### src/rtl/pll_clk_seq_pkg.sv
// Shared types and constants for the PLL supervisor / clock-enable sequencer.
// Optional phase-align feature: PLL_CLK_SEQUENCER_PHASE_ALIGN_EN (see pll_clk_sequencer).
package pll_clk_seq_pkg;

  typedef enum logic [1:0] {
    PLL_RST,
    WAIT_LOCK,
    STABLE,
    RUN
  } seq_state_t;

  localparam int LOST_CNT_W = 8;

  // Increment giving an average enable rate of f_clk * num / den on an acc_w-bit accumulator.
  function automatic longint unsigned calc_inc(input int unsigned acc_w,
                                               input longint unsigned num,
                                               input longint unsigned den);
    return (num << acc_w) / den;
  endfunction

endpackage

### src/rtl/pll_clk_sequencer_ce_phase_acc.sv
// One fractional clock-enable channel: a phase accumulator whose carry-out is the enable.
// Built in all configurations; clear is tied low by the top when phase alignment is disabled.
module ce_phase_acc
  import pll_clk_seq_pkg::*;
#(
  parameter int ACC_W = 24
) (
  input  logic             clk,
  input  logic             reset,
  input  logic             run,
  input  logic             clear,
  input  logic [ACC_W-1:0] inc,
  output logic             ce
);

  logic [ACC_W-1:0] acc;
  logic [ACC_W:0]   sum;

  assign sum = {1'b0, acc} + {1'b0, inc};

  // Outside RUN, or on a sync clear, the phase restarts from zero with no enable emitted.
  always_ff @(posedge clk or posedge reset) begin
    if (reset) begin
      acc <= '0;
      ce  <= 1'b0;
    end else if (!run || clear) begin
      acc <= '0;
      ce  <= 1'b0;
    end else begin
      acc <= sum[ACC_W-1:0];
      ce  <= sum[ACC_W];
    end
  end

endmodule

### src/rtl/pll_clk_sequencer.sv
// PLL supervisor: relock sequencing, clean system reset release, lock-loss counting, fractional CEs.
// Optional macro PLL_CLK_SEQUENCER_PHASE_ALIGN_EN adds sync_in to phase-align all channels.
module pll_clk_sequencer
  import pll_clk_seq_pkg::*;
#(
  parameter int NUM_CH       = 2,
  parameter int ACC_W        = 24,
  parameter int SYNC_STAGES  = 2,
  parameter int RST_HOLD     = 16,
  parameter int LOCK_STABLE  = 1024,
  parameter int LOCK_TIMEOUT = 65536
) (
  input  logic                    clk,
  input  logic                    reset,
  input  logic                    pll_lock,
  output logic                    pll_reset,
  output logic                    rst_out,
  output logic                    locked,
  output logic [LOST_CNT_W-1:0]   lost_lock_count,
  input  logic [NUM_CH*ACC_W-1:0] ce_inc,
  output logic [NUM_CH-1:0]       ce_out
`ifdef PLL_CLK_SEQUENCER_PHASE_ALIGN_EN
  ,
  input  logic                    sync_in
`endif
);

  localparam logic [31:0] HOLD_LAST    = 32'(RST_HOLD - 1);
  localparam logic [31:0] TIMEOUT_LAST = 32'(LOCK_TIMEOUT - 1);
  // The lock_s=1 cycle that moved us into STABLE already counts as the first stable cycle.
  localparam logic [31:0] STABLE_LAST  = (LOCK_STABLE >= 2) ? 32'(LOCK_STABLE - 2) : 32'd0;

  seq_state_t             state;
  logic [31:0]            cnt;
  logic [SYNC_STAGES-1:0] sync_q;
  logic                   lock_s;
  logic                   run_adv;
  logic                   ce_clear;

  // Lock is meaningless while the PLL is held in reset, so the synchroniser is flushed then.
  always_ff @(posedge clk or posedge reset) begin
    if (reset) begin
      sync_q <= '0;
    end else if (state == PLL_RST) begin
      sync_q <= '0;
    end else begin
      sync_q <= {sync_q[SYNC_STAGES-2:0], pll_lock};
    end
  end

  assign lock_s = sync_q[SYNC_STAGES-1];

  always_ff @(posedge clk or posedge reset) begin
    if (reset) begin
      state           <= PLL_RST;
      cnt             <= '0;
      pll_reset       <= 1'b1;
      rst_out         <= 1'b1;
      locked          <= 1'b0;
      lost_lock_count <= '0;
    end else begin
      case (state)
        PLL_RST: begin
          if (cnt == HOLD_LAST) begin
            state     <= WAIT_LOCK;
            cnt       <= '0;
            pll_reset <= 1'b0;
          end else begin
            cnt <= cnt + 32'd1;
          end
        end
        WAIT_LOCK: begin
          if (lock_s) begin
            state <= STABLE;
            cnt   <= '0;
          end else if (cnt == TIMEOUT_LAST) begin
            state     <= PLL_RST;
            cnt       <= '0;
            pll_reset <= 1'b1;
          end else begin
            cnt <= cnt + 32'd1;
          end
        end
        STABLE: begin
          if (!lock_s) begin
            state <= WAIT_LOCK;
            cnt   <= '0;
          end else if (cnt == STABLE_LAST) begin
            state <= RUN;
            cnt   <= '0;
          end else begin
            cnt <= cnt + 32'd1;
          end
        end
        RUN: begin
          if (!lock_s) begin
            state     <= PLL_RST;
            cnt       <= '0;
            pll_reset <= 1'b1;
            rst_out   <= 1'b1;
            locked    <= 1'b0;
            if (lost_lock_count != '1) begin
              lost_lock_count <= lost_lock_count + 1'b1;
            end
          end else begin
            rst_out <= 1'b0;
            locked  <= 1'b1;
          end
        end
        default: begin
          state     <= PLL_RST;
          cnt       <= '0;
          pll_reset <= 1'b1;
          rst_out   <= 1'b1;
          locked    <= 1'b0;
        end
      endcase
    end
  end

  // Accumulators stop on the very edge that leaves RUN, so no partial enable escapes.
  assign run_adv = (state == RUN) && lock_s;

`ifdef PLL_CLK_SEQUENCER_PHASE_ALIGN_EN
  assign ce_clear = sync_in;
`else
  assign ce_clear = 1'b0;
`endif

  for (genvar k = 0; k < NUM_CH; k++) begin : g_ch
    ce_phase_acc #(
      .ACC_W(ACC_W)
    ) u_acc (
      .clk  (clk),
      .reset(reset),
      .run  (run_adv),
      .clear(ce_clear),
      .inc  (ce_inc[k*ACC_W +: ACC_W]),
      .ce   (ce_out[k])
    );
  end

endmodule

### config.mk
export PLATFORM = sky130hd
export DESIGN_NAME = pll_clk_sequencer
export DESIGN_NICKNAME = d
export VERILOG_FILES = /design/src/rtl/pll_clk_seq_pkg.sv /design/src/rtl/pll_clk_sequencer_ce_phase_acc.sv /design/src/rtl/pll_clk_sequencer.sv
export SDC_FILE = /design/constraint.sdc
export NUM_CORES = 1
export LEC_CHECK = 0
export CAP_MARGIN = 25
export CORE_UTILIZATION = 40
export CTS_CLUSTER_SIZE = 12
export DETAILED_ROUTE_END_ITERATION = 8
export DONT_BUFFER_PORTS = 1
export GPL_ROUTABILITY_DRIVEN = 0
export HOLD_SLACK_MARGIN = 0.03
export PLACE_DENSITY = 0.54
export SLEW_MARGIN = 20
export SYNTH_ARGS = -nofsm -noshare
export SYNTH_HDL_FRONTEND = slang
export SYNTH_SLANG_ARGS = --single-unit
### constraint.sdc
create_clock -name clk -period 7.8 [get_ports clk]
set_input_delay 1.95 -clock clk [delete_from_list [all_inputs] [get_ports clk]]
set_output_delay 1.95 -clock clk [all_outputs]
set_load 0.02 [all_outputs]
==> flow_summary.toml, run 1 <==
[global_routing]
gr-total-overflow = 0
grt_pass1_wl_um = 25400
grt_max_degree = 68
grt_pass1_vias = 5227
grt_usage_pct = 18.9
antenna_found_initial = 0

[outcome]
status = "completed"

[job]
max_cap_violations = 0

[clock_tree]
cts_sinks = 97
clk_pin_slew_ns = 0.07
h-tree-depth = 3
cts_buffers = 9
cts_setup_buffers = 0
cts.path.max_buffers = 2
ctsHoldBuffers = 0
ctsResizeCount = 0
insertion_delay_ns = 0.35
root_buffer = "clkbuf_16"
cts_tree = "yes"

[critical_path]
worstPathRequired_ns = 8.04
crit_arrival_ns = 4.15
cpMostUsedCell = "a21oi_1"
path_cells = "ha_1 -> fa_1 -> a21oi_1 -> o21ai_0 -> o2111ai_1 -> a21oi_1 -> nor2_1 -> mux2_2"
end_kind = "flop"
crit_type = "input pin to flop"
slowest_delay_ns = 0.47
path_buf_inv = 0
crit_path_start_kind = "input pin"
crit_fanout = 5
slowest_stage = "o2111ai_1"
cp_top_family = "compound AO/OA/AOI/OAI gates"

[yosys]
yosys_warnings = 0
yosysTopAreaCell = "dfrtp_1"
synth_top_area_share_pct = 36.2
synth_cell_types = 64
ys_seq_elements = 97
async_reset_ff_share_pct = 100
synth_area_sq_um = 6570
synth-edff-count = 0
ys.flop_type = "dfrtp_1"
syn-num-nets = 843
ys_seq_area_share_pct = 37.0
syn_avg_cell_area_sq_um = 8.89
synthTopCellsByArea = "dfrtp_1 36%, ha_1 9.7%, nor2_1 4.9%"
syn-instance-count = 739

[detailed_routing]
first_pass_iters = 5
drtIter0Drc = 237
wl_um = 15100
final_antenna_net_count = 0
vias = 5333
wl_per_cell_um = 16.0
avgViaCountPerCell = 5.65
drc = 0

[final_layout]
post-route-util_pct = 44.3
area_growth_pct = 7.53
final-instance-count-excl-fill = 944
nets = 827
drive_above_1_share_pct = 5.77
diodes = 0
post-route-cell-area_sq_um = 7060

[place]
portBuffers = 0
place_area_sq_um = 6740
place_inst = 928
place_ws_ns = 3.54
hpwl_um = 11000

[sta]
finClkSkew_ns = 0.00688
min_period_ns = 3.92
worst_pin_slew_ns = 0.910
slew_viol_final = 0
fmax_mhz = 255
hold_viol = 0
finalSetupViolCount = 0
setup-tns-final_ns = 0
setup_slack_ns = 3.88
rsz0062_at_grt = "false"
whs_ns = 0.497
fin_crit_sh_pct = 50.2
slew_headroom_pct = 39.0

[power_and_ir_drop]
cellPowerDensity_nw_per_um2 = 179
peakVddDrop_uv = 131
power_mw = 1.27
seq_power_share_pct = 47.0
intPower_mw = 0.892
p_comb_share_pct = 14.6
leakage_nw = 3.36
swShare_pct = 29.5
p_sw_mw = 0.373
clkPwrFrac_pct = 38.4

[floorplanning]
io_pins = 64
dieArea_sq_um = 16900
initial_utilization_pct = 41.2
core_area_sq_um = 15900
dieHeight_um = 130
rows = 46
die_w_um = 130

[min_path]
hold_path.class = "flop to flop"
cell type report:
cell class,count,area [sq um]
repair buffers,4,30.0
flip-flops and latches,97,2430
well taps,216,270
clock inverters,6,90.1
fillers,1553,8880
inverters,13,51.3
multi-input cells,598,3960
clock buffers,10,229
path summary, 6_finish.rpt:
kind                                      from                               to  slack, ns  cells after the start
max in group asynchronous                reset  g_ch[0].u_acc.acc[15]$_DFF_PP0_       5.13                      2
setup / recovery                    ce_inc[24]  g_ch[1].u_acc.acc[22]$_DFF_PP0_       3.88                      8
hold reg to reg            sync_q[0]$_DFF_PP0_              sync_q[1]$_DFF_PP0_       0.50                      1
setup reg to reg           cnt[19]$_DFFE_PP0N_              cnt[16]$_DFFE_PP0N_       4.99                      7
min in group asynchronous                reset   lost_lock_count[3]$_DFFE_PP0P_       1.45                      1
hold / removal             sync_q[0]$_DFF_PP0_              sync_q[1]$_DFF_PP0_       0.50                      1
kinds of logic after synthesis:
group / after synthesis / share of synthesized area (%)
adder cells (fa/ha/maj): 53 / 10.3
AND/OR/NAND/NOR: 310 / 23.5
XOR/XNOR: 49 / 6.54
AO/OA/AOI/OAI: 177 / 18.5
buffers and inverters: 44 / 2.76
multiplexers: 9 / 1.41
flip-flops: 97 / 37.0
power by group through the flow:
stage	logic [mW]	registers [mW]	clock network (mW)
CTS	0.187	0.594	0.504
floorplan	0.157	0.583	0
detailed placement	0.187	0.602	0
global placement	0.181	0.602	0
global route	0.215	0.602	0.522
finish	0.185	0.594	0.486
cell usage in the layout (no fill, tap or decap), types with 5 or more instances in the layout:
cell type	instances
o211ai_1	5
a21o_1	26
and4_1	8
nor3b_1	8
or2_2	5
inv_1	12
and3_1	16
and2_1	12
dfrtp_1	95
ha_1	51
nor4_1	11
clkbuf_16	9
a31oi_1	8
xor2_1	24
nor2_1	86
nand4_1	15
a211oi_1	16
o21a_1	8
a211o_1	5
nand2b_1	6
mux2i_1	7
nand2_1	60
nand3_1	38
nor3_1	25
o21ai_0	29
a21oi_1	41
xnor2_1	25
nor2b_1	9
Yosys cell counts, drive strengths merged, types with 5 or more instances:
master,instances
dfrtp,95
nor2,86
nand2,60
ha,51
a21oi,41
nand3,39
o21ai,29
nor3,28
a21o,26
xnor2,25
xor2,24
clkbuf,20
a211oi,17
and3,16
nand4,15
inv,13
and2,12
buf,11
nor4,11
nor2b,9
a31oi,8
and4,8
nor3b,8
o21a,8
mux2i,7
nand2b,6
o211ai,6
a211o,5
or2,5
layer usage:
| metal | up-vias | track usage, % | share of wire, % |
|---|---|---|---|
| li1 | 2658 | - | - |
| met1 | 2558 | 24.1 | 46 |
| met2 | 107 | 31.8 | 48 |
| met3 | 10 | 5.13 | 5.4 |
| met4 | 0 | 4.45 | 0.80 |
| met5 | - | 0 | 0 |
registers in the layout, indices dropped and copies added (netlist names):
name	cells
g_ch.u_acc.acc	48
cnt	32
lost_lock_count	8
g_ch.u_acc.ce	2
state	2
sync_q	2
locked	1
pll_reset	1
rst_out	1
No activity file was read; power rests on OpenSTA's default activity.
==> inputs of run 2 (changes only) <==
==> constraint.sdc (replaced) <==
create_clock -name clk -period 3.7 [get_ports clk]
set_input_delay 0.925 -clock clk [delete_from_list [all_inputs] [get_ports clk]]
set_output_delay 0.925 -clock clk [all_outputs]
set_load 0.02 [all_outputs]
==> flow_summary.toml, run 2 (same netlist as run 1, synthesis figures left out) <==
[critical_path]
crit_path_start_kind = "input pin"
crit_type = "input pin to flop"
path_depth = 8
crit_arrival_ns = 3.09
r2r_slack_ns = 1.05
slowest_delay_ns = 0.47
cp_top_family = "compound AO/OA/AOI/OAI gates"
path_cells = "ha_1 -> fa_1 -> a21oi_1 -> o21ai_0 -> o2111ai_1 -> a21oi_1 -> nor2_1 -> mux2_2"
end_kind = "flop"
crit_path_end = "g_ch[1].u_acc.acc[22]$_DFF_PP0_"
worstSetupStartpoint = "ce_inc[24]"
path_buf_inv = 0
worst_r2r_endpoint = "g_ch[1].u_acc.acc[22]$_DFF_PP0_"
crit_fanout = 5
worstPathRequired_ns = 3.94
slowest_stage = "o2111ai_1"
cpMostUsedCell = "a21oi_1"
timing.rr.start = "g_ch[1].u_acc.acc[0]$_DFF_PP0_"
reg2reg_depth = 8

[floorplanning]
core_area_sq_um = 15900
dieArea_sq_um = 16900
die_w_um = 130
rows = 46
initial_utilization_pct = 41.2
io_pins = 64
dieHeight_um = 130

[global_routing]
grt_max_degree = 50
gr-total-overflow = 0
antenna_found_initial = 0
grt_pass1_vias = 5210
grt_pass1_wl_um = 25400
grt_usage_pct = 19.0

[power_and_ir_drop]
p_comb_share_pct = 15.2
seq_power_share_pct = 46.9
peakVddDrop_uv = 254
intPower_mw = 1.82
cellPowerDensity_nw_per_um2 = 376
clkPwrFrac_pct = 37.9
swShare_pct = 31.4
p_sw_mw = 0.834
leakage_nw = 3.36

[final_layout]
final-instance-count-excl-fill = 944
diodes = 0
final_common_cell = "dfrtp_1"
final_cell_mix = "95 x dfrtp_1, 86 x nor2_1, 60 x nand2_1"
area_growth_pct = 7.56
largest_reg_flops = 48
regMostFlops = "g_ch.u_acc.acc"
reg_top3 = "g_ch.u_acc.acc (48), cnt (32), lost_lock_count (8)"
drive_above_1_share_pct = 5.91
fillers = 1547
nets = 827

[clock_tree]
root_buffer = "clkbuf_16"
cts.path.max_buffers = 2
clk_pin_slew_ns = 0.08
cts_buffers = 9
cts_sinks = 97
h-tree-depth = 3
cts_tree = "yes"
insertion_delay_ns = 0.36
ctsHoldBuffers = 0
cts_setup_buffers = 0
ctsResizeCount = 0

[detailed_routing]
wl_um = 15100
final_antenna_net_count = 0
first_pass_iters = 5
vias = 5345
drtIter0Drc = 264
avgViaCountPerCell = 5.66
drc = 0
wl_per_cell_um = 16.0

[job]
max_cap_violations = 0

[sta]
fin_crit_sh_pct = 77.0
finalSetupViolCount = 0
fmax_mhz = 351
hold_viol = 0
worst_pin_slew_ns = 0.672
setup-tns-final_ns = 0
finClkSkew_ns = 0.0103
min_period_ns = 2.85
slew_viol_final = 0
slew_headroom_pct = 55.2
rsz0062_at_grt = "false"

[place]
place_inst = 928
portBuffers = 0
hpwl_um = 10900

[outcome]
status = "completed"

[min_path]
hold_path.class = "flop to flop"
==> run 2: worst min-delay path by stage <==
stage | slack (ns) | depth (start not counted) | start | endpoint
floorplan | 0.44 | 1 | sync_q[0]$_DFF_PP0_ | sync_q[1]$_DFF_PP0_
global placement | 0.45 | 1 | sync_q[0]$_DFF_PP0_ | sync_q[1]$_DFF_PP0_
detailed placement | 0.45 | 1 | sync_q[0]$_DFF_PP0_ | sync_q[1]$_DFF_PP0_
CTS | 0.48 | 1 | sync_q[0]$_DFF_PP0_ | sync_q[1]$_DFF_PP0_
global route | 0.48 | 1 | sync_q[0]$_DFF_PP0_ | sync_q[1]$_DFF_PP0_
finish | 0.47 | 1 | sync_q[0]$_DFF_PP0_ | sync_q[1]$_DFF_PP0_
==> run 2: cell type report <==
cell class	count	area (sq um)	area share [%]
repair buffers	4	42.5	0.602
flip-flops and latches	97	2430	34.4
well taps	216	270	3.83
clock inverters	7	83.8	1.19
multi-input cells	598	3960	56.1
inverters	13	51.3	0.726
clock buffers	9	225	3.19
==> run 2: per-layer routing <==
| metal | routed length [um] | global-route usage (%) | part of all wire, % | vias up |
|---|---|---|---|---|
| li1 | - | - | - | 2661 |
| met1 | 7220 | 25.0 | 48 | 2559 |
| met2 | 6940 | 31.1 | 46 | 110 |
| met3 | 758 | 3.53 | 5.0 | 15 |
| met4 | 182 | 6.57 | 1.2 | 0 |
| met5 | 0 | 0 | 0 | - |
==> run 2: stage by stage <==
step / utilization, % / power (mW) / setup slack [ns] / cell area (sq um) / hold WS [ns]
detailed placement: 42.4 / 1.67 / 0.469 / 6750 / 0.454
global placement: 42.4 / 1.65 / 0.512 / 6750 / 0.445
floorplan: - / 1.56 / 0.245 / 6570 / 0.439
CTS: 44.3 / 2.69 / 0.854 / 7060 / 0.475
global route: 44.3 / 2.80 / 0.692 / 7060 / 0.481
finish: 44.3 / 2.66 / 0.851 / 7060 / 0.469
==> run 2: power by group through the flow <==
stage               Sequential [mW]  Clock [mW]  Combinational, mW
global route                   1.26        1.07              0.462
finish                         1.25        1.01              0.403
CTS                            1.25        1.03              0.408
floorplan                      1.23           0              0.331
detailed placement             1.27           0              0.407
global placement               1.26           0              0.389
==> inputs of run 3 (changes only) <==
==> constraint.sdc (replaced) <==
create_clock -name clk -period 2.7 [get_ports clk]
set_input_delay 0.675 -clock clk [delete_from_list [all_inputs] [get_ports clk]]
set_output_delay 0.675 -clock clk [all_outputs]
set_load 0.02 [all_outputs]
==> flow_summary.toml, run 3 (same netlist as run 1, synthesis figures left out) <==
[sta]
fin_crit_sh_pct = 90.6
slew_headroom_pct = 55.6
finClkSkew_ns = 0.00865
min_period_ns = 2.45
worst_pin_slew_ns = 0.666
rsz0062_at_grt = "false"
hold_viol = 0
slew_viol_final = 0
setup-tns-final_ns = 0
finalSetupViolCount = 0
fmax_mhz = 409
whs_ns = 0.269

[global_routing]
grt_usage_pct = 19.7
grt_max_degree = 45
grt_pass1_vias = 5581
grt_pass1_wl_um = 26300
gr-total-overflow = 0
antenna_found_initial = 0

[clock_tree]
cts_buffers = 9
ctsResizeCount = 0
root_buffer = "clkbuf_16"
insertion_delay_ns = 0.35
clk_pin_slew_ns = 0.07
h-tree-depth = 3
ctsHoldBuffers = 0
cts_sinks = 97
cts.path.max_buffers = 2
cts_tree = "yes"
cts_setup_buffers = 0

[critical_path]
crit_arrival_ns = 2.67
worstPathRequired_ns = 2.92
path_buf_inv = 1
timing.rr.start = "g_ch[0].u_acc.acc[0]$_DFF_PP0_"
reg2reg_depth = 9
worst_r2r_endpoint = "g_ch[0].u_acc.acc[20]$_DFF_PP0_"
worstSetupStartpoint = "g_ch[0].u_acc.acc[0]$_DFF_PP0_"
cp_top_family = "compound AO/OA/AOI/OAI gates"
slowest_stage = "a221o_1"
end_kind = "flop"
crit_path_start_kind = "flop"
crit_type = "flop to flop"
slowest_delay_ns = 0.40
r2r_slack_ns = 0.25
path_cells = "ha_1 -> fa_1 -> a211oi_1 -> buf_4 -> o21ba_2 -> o22ai_1 -> a221o_1 -> mux2i_1 -> o211ai_1"
crit_fanout = 3

[outcome]
status = "completed"

[final_layout]
area_growth_pct = 10.2
regMostFlops = "g_ch.u_acc.acc"
final_common_cell = "dfrtp_1"
final-instance-count-excl-fill = 971
drive_above_1_share_pct = 9.01
multiInputGateArea_sq_um = 3960
seq_area_sq_um = 2430
nets = 854
post-route-cell-area_sq_um = 7230
largest_reg_flops = 48
reg_top3 = "g_ch.u_acc.acc (48), cnt (32), lost_lock_count (8)"
diodes = 0
fillers = 1588
final_cell_mix = "95 x dfrtp_1, 86 x nor2_1, 60 x nand2_1"

[floorplanning]
dieHeight_um = 130
core_area_sq_um = 15900
dieArea_sq_um = 16900
die_w_um = 130
initial_utilization_pct = 41.2
rows = 46
io_pins = 64

[power_and_ir_drop]
peakVddDrop_uv = 618
power_mw = 3.51
cellPowerDensity_nw_per_um2 = 485
leakage_nw = 3.47

[place]
place_area_sq_um = 6960
place_inst = 955
portBuffers = 0
hpwl_um = 11500

[detailed_routing]
first_pass_iters = 5
drtIter0Drc = 298
final_antenna_net_count = 0
wl_per_cell_um = 15.9
vias = 5497
drc = 0
avgViaCountPerCell = 5.66
wl_um = 15400

[min_path]
hold_path.class = "input pin to asynchronous set/reset pin"

[job]
max_cap_violations = 0
run 3: cell types whose count changed in the layout (fill, tap and decap cells not counted):
| cell | previous run | this run |
|---|---|---|
| clkinv_4 | 1 | 2 |
| inv_8 | 1 | 0 |
| clkinv_2 | 0 | 1 |
| buf_4 | 3 | 30 |
| clkbuf_1 | 0 | 2 |
| bufinv_16 | 1 | 0 |
| clkbuf_8 | 0 | 1 |
| clkinvlp_4 | 1 | 2 |
| inv_4 | 1 | 0 |
| inv_6 | 3 | 0 |
run 3: power breakdown:
part	switching [mW]	total, mW	internal, mW
clock	0.575	1.23	0.654
combinational	0.343	0.568	0.224
sequential	0.155	1.71	1.55
total	1.07	3.51	2.43
run 3: worst max path at each step:
| stage | slack (ns) | end | depth (start not counted) |
|---|---|---|---|
| global placement | 0.007 | g_ch[0].u_acc.acc[20]$_DFF_PP0_ | 9 |
| global route | 0.12 | g_ch[1].u_acc.acc[18]$_DFF_PP0_ | 9 |
| floorplan | 0.07 | g_ch[1].u_acc.acc[22]$_DFF_PP0_ | 8 |
| detailed placement | -0.09 | g_ch[0].u_acc.acc[20]$_DFF_PP0_ | 9 |
| CTS | 0.23 | g_ch[0].u_acc.acc[20]$_DFF_PP0_ | 9 |
| finish | 0.25 | g_ch[0].u_acc.acc[20]$_DFF_PP0_ | 9 |
run 3: layout make-up:
| type | count | area share, % |
|---|---|---|
| inverter | 13 | 0.726 |
| clock buffer | 12 | 3.41 |
| tap | 216 | 3.74 |
| timing repair buffer | 31 | 3.39 |
| multi-input combinational | 598 | 54.7 |
| sequential | 97 | 33.6 |
| clock inverter | 4 | 0.415 |
run 3: per-stage QoR:
step | util [%] | setup slack, ns
3_5_place_dp | 43.6 | -0.0860
5_1_grt | 45.4 | 0.121
6_report | 45.4 | 0.255
4_1_cts | 45.4 | 0.229
3_3_place_gp | 43.6 | 0.00710
2_1_floorplan | - | 0.0655
run 3: worst register-to-register path, delay by kind of cell (launching register included):
family / cells / cell delay (ns)
buffers and inverters: 1 / 0.16
DFF: 1 / 0.37
adders and majority gates: 2 / 0.59
AOI/OAI and AO/OA: 5 / 1.03
muxes: 1 / 0.18
run 3: layer usage:
metal	wire length (um)	GRT usage, %	vias to the layer above	share of wire [%]
li1	-	-	2718	-
met1	7060	24.4	2632	46
met2	7400	33.7	125	48
met3	719	4.18	22	4.7
met4	269	7.11	0	1.7
met5	0	0	-	0
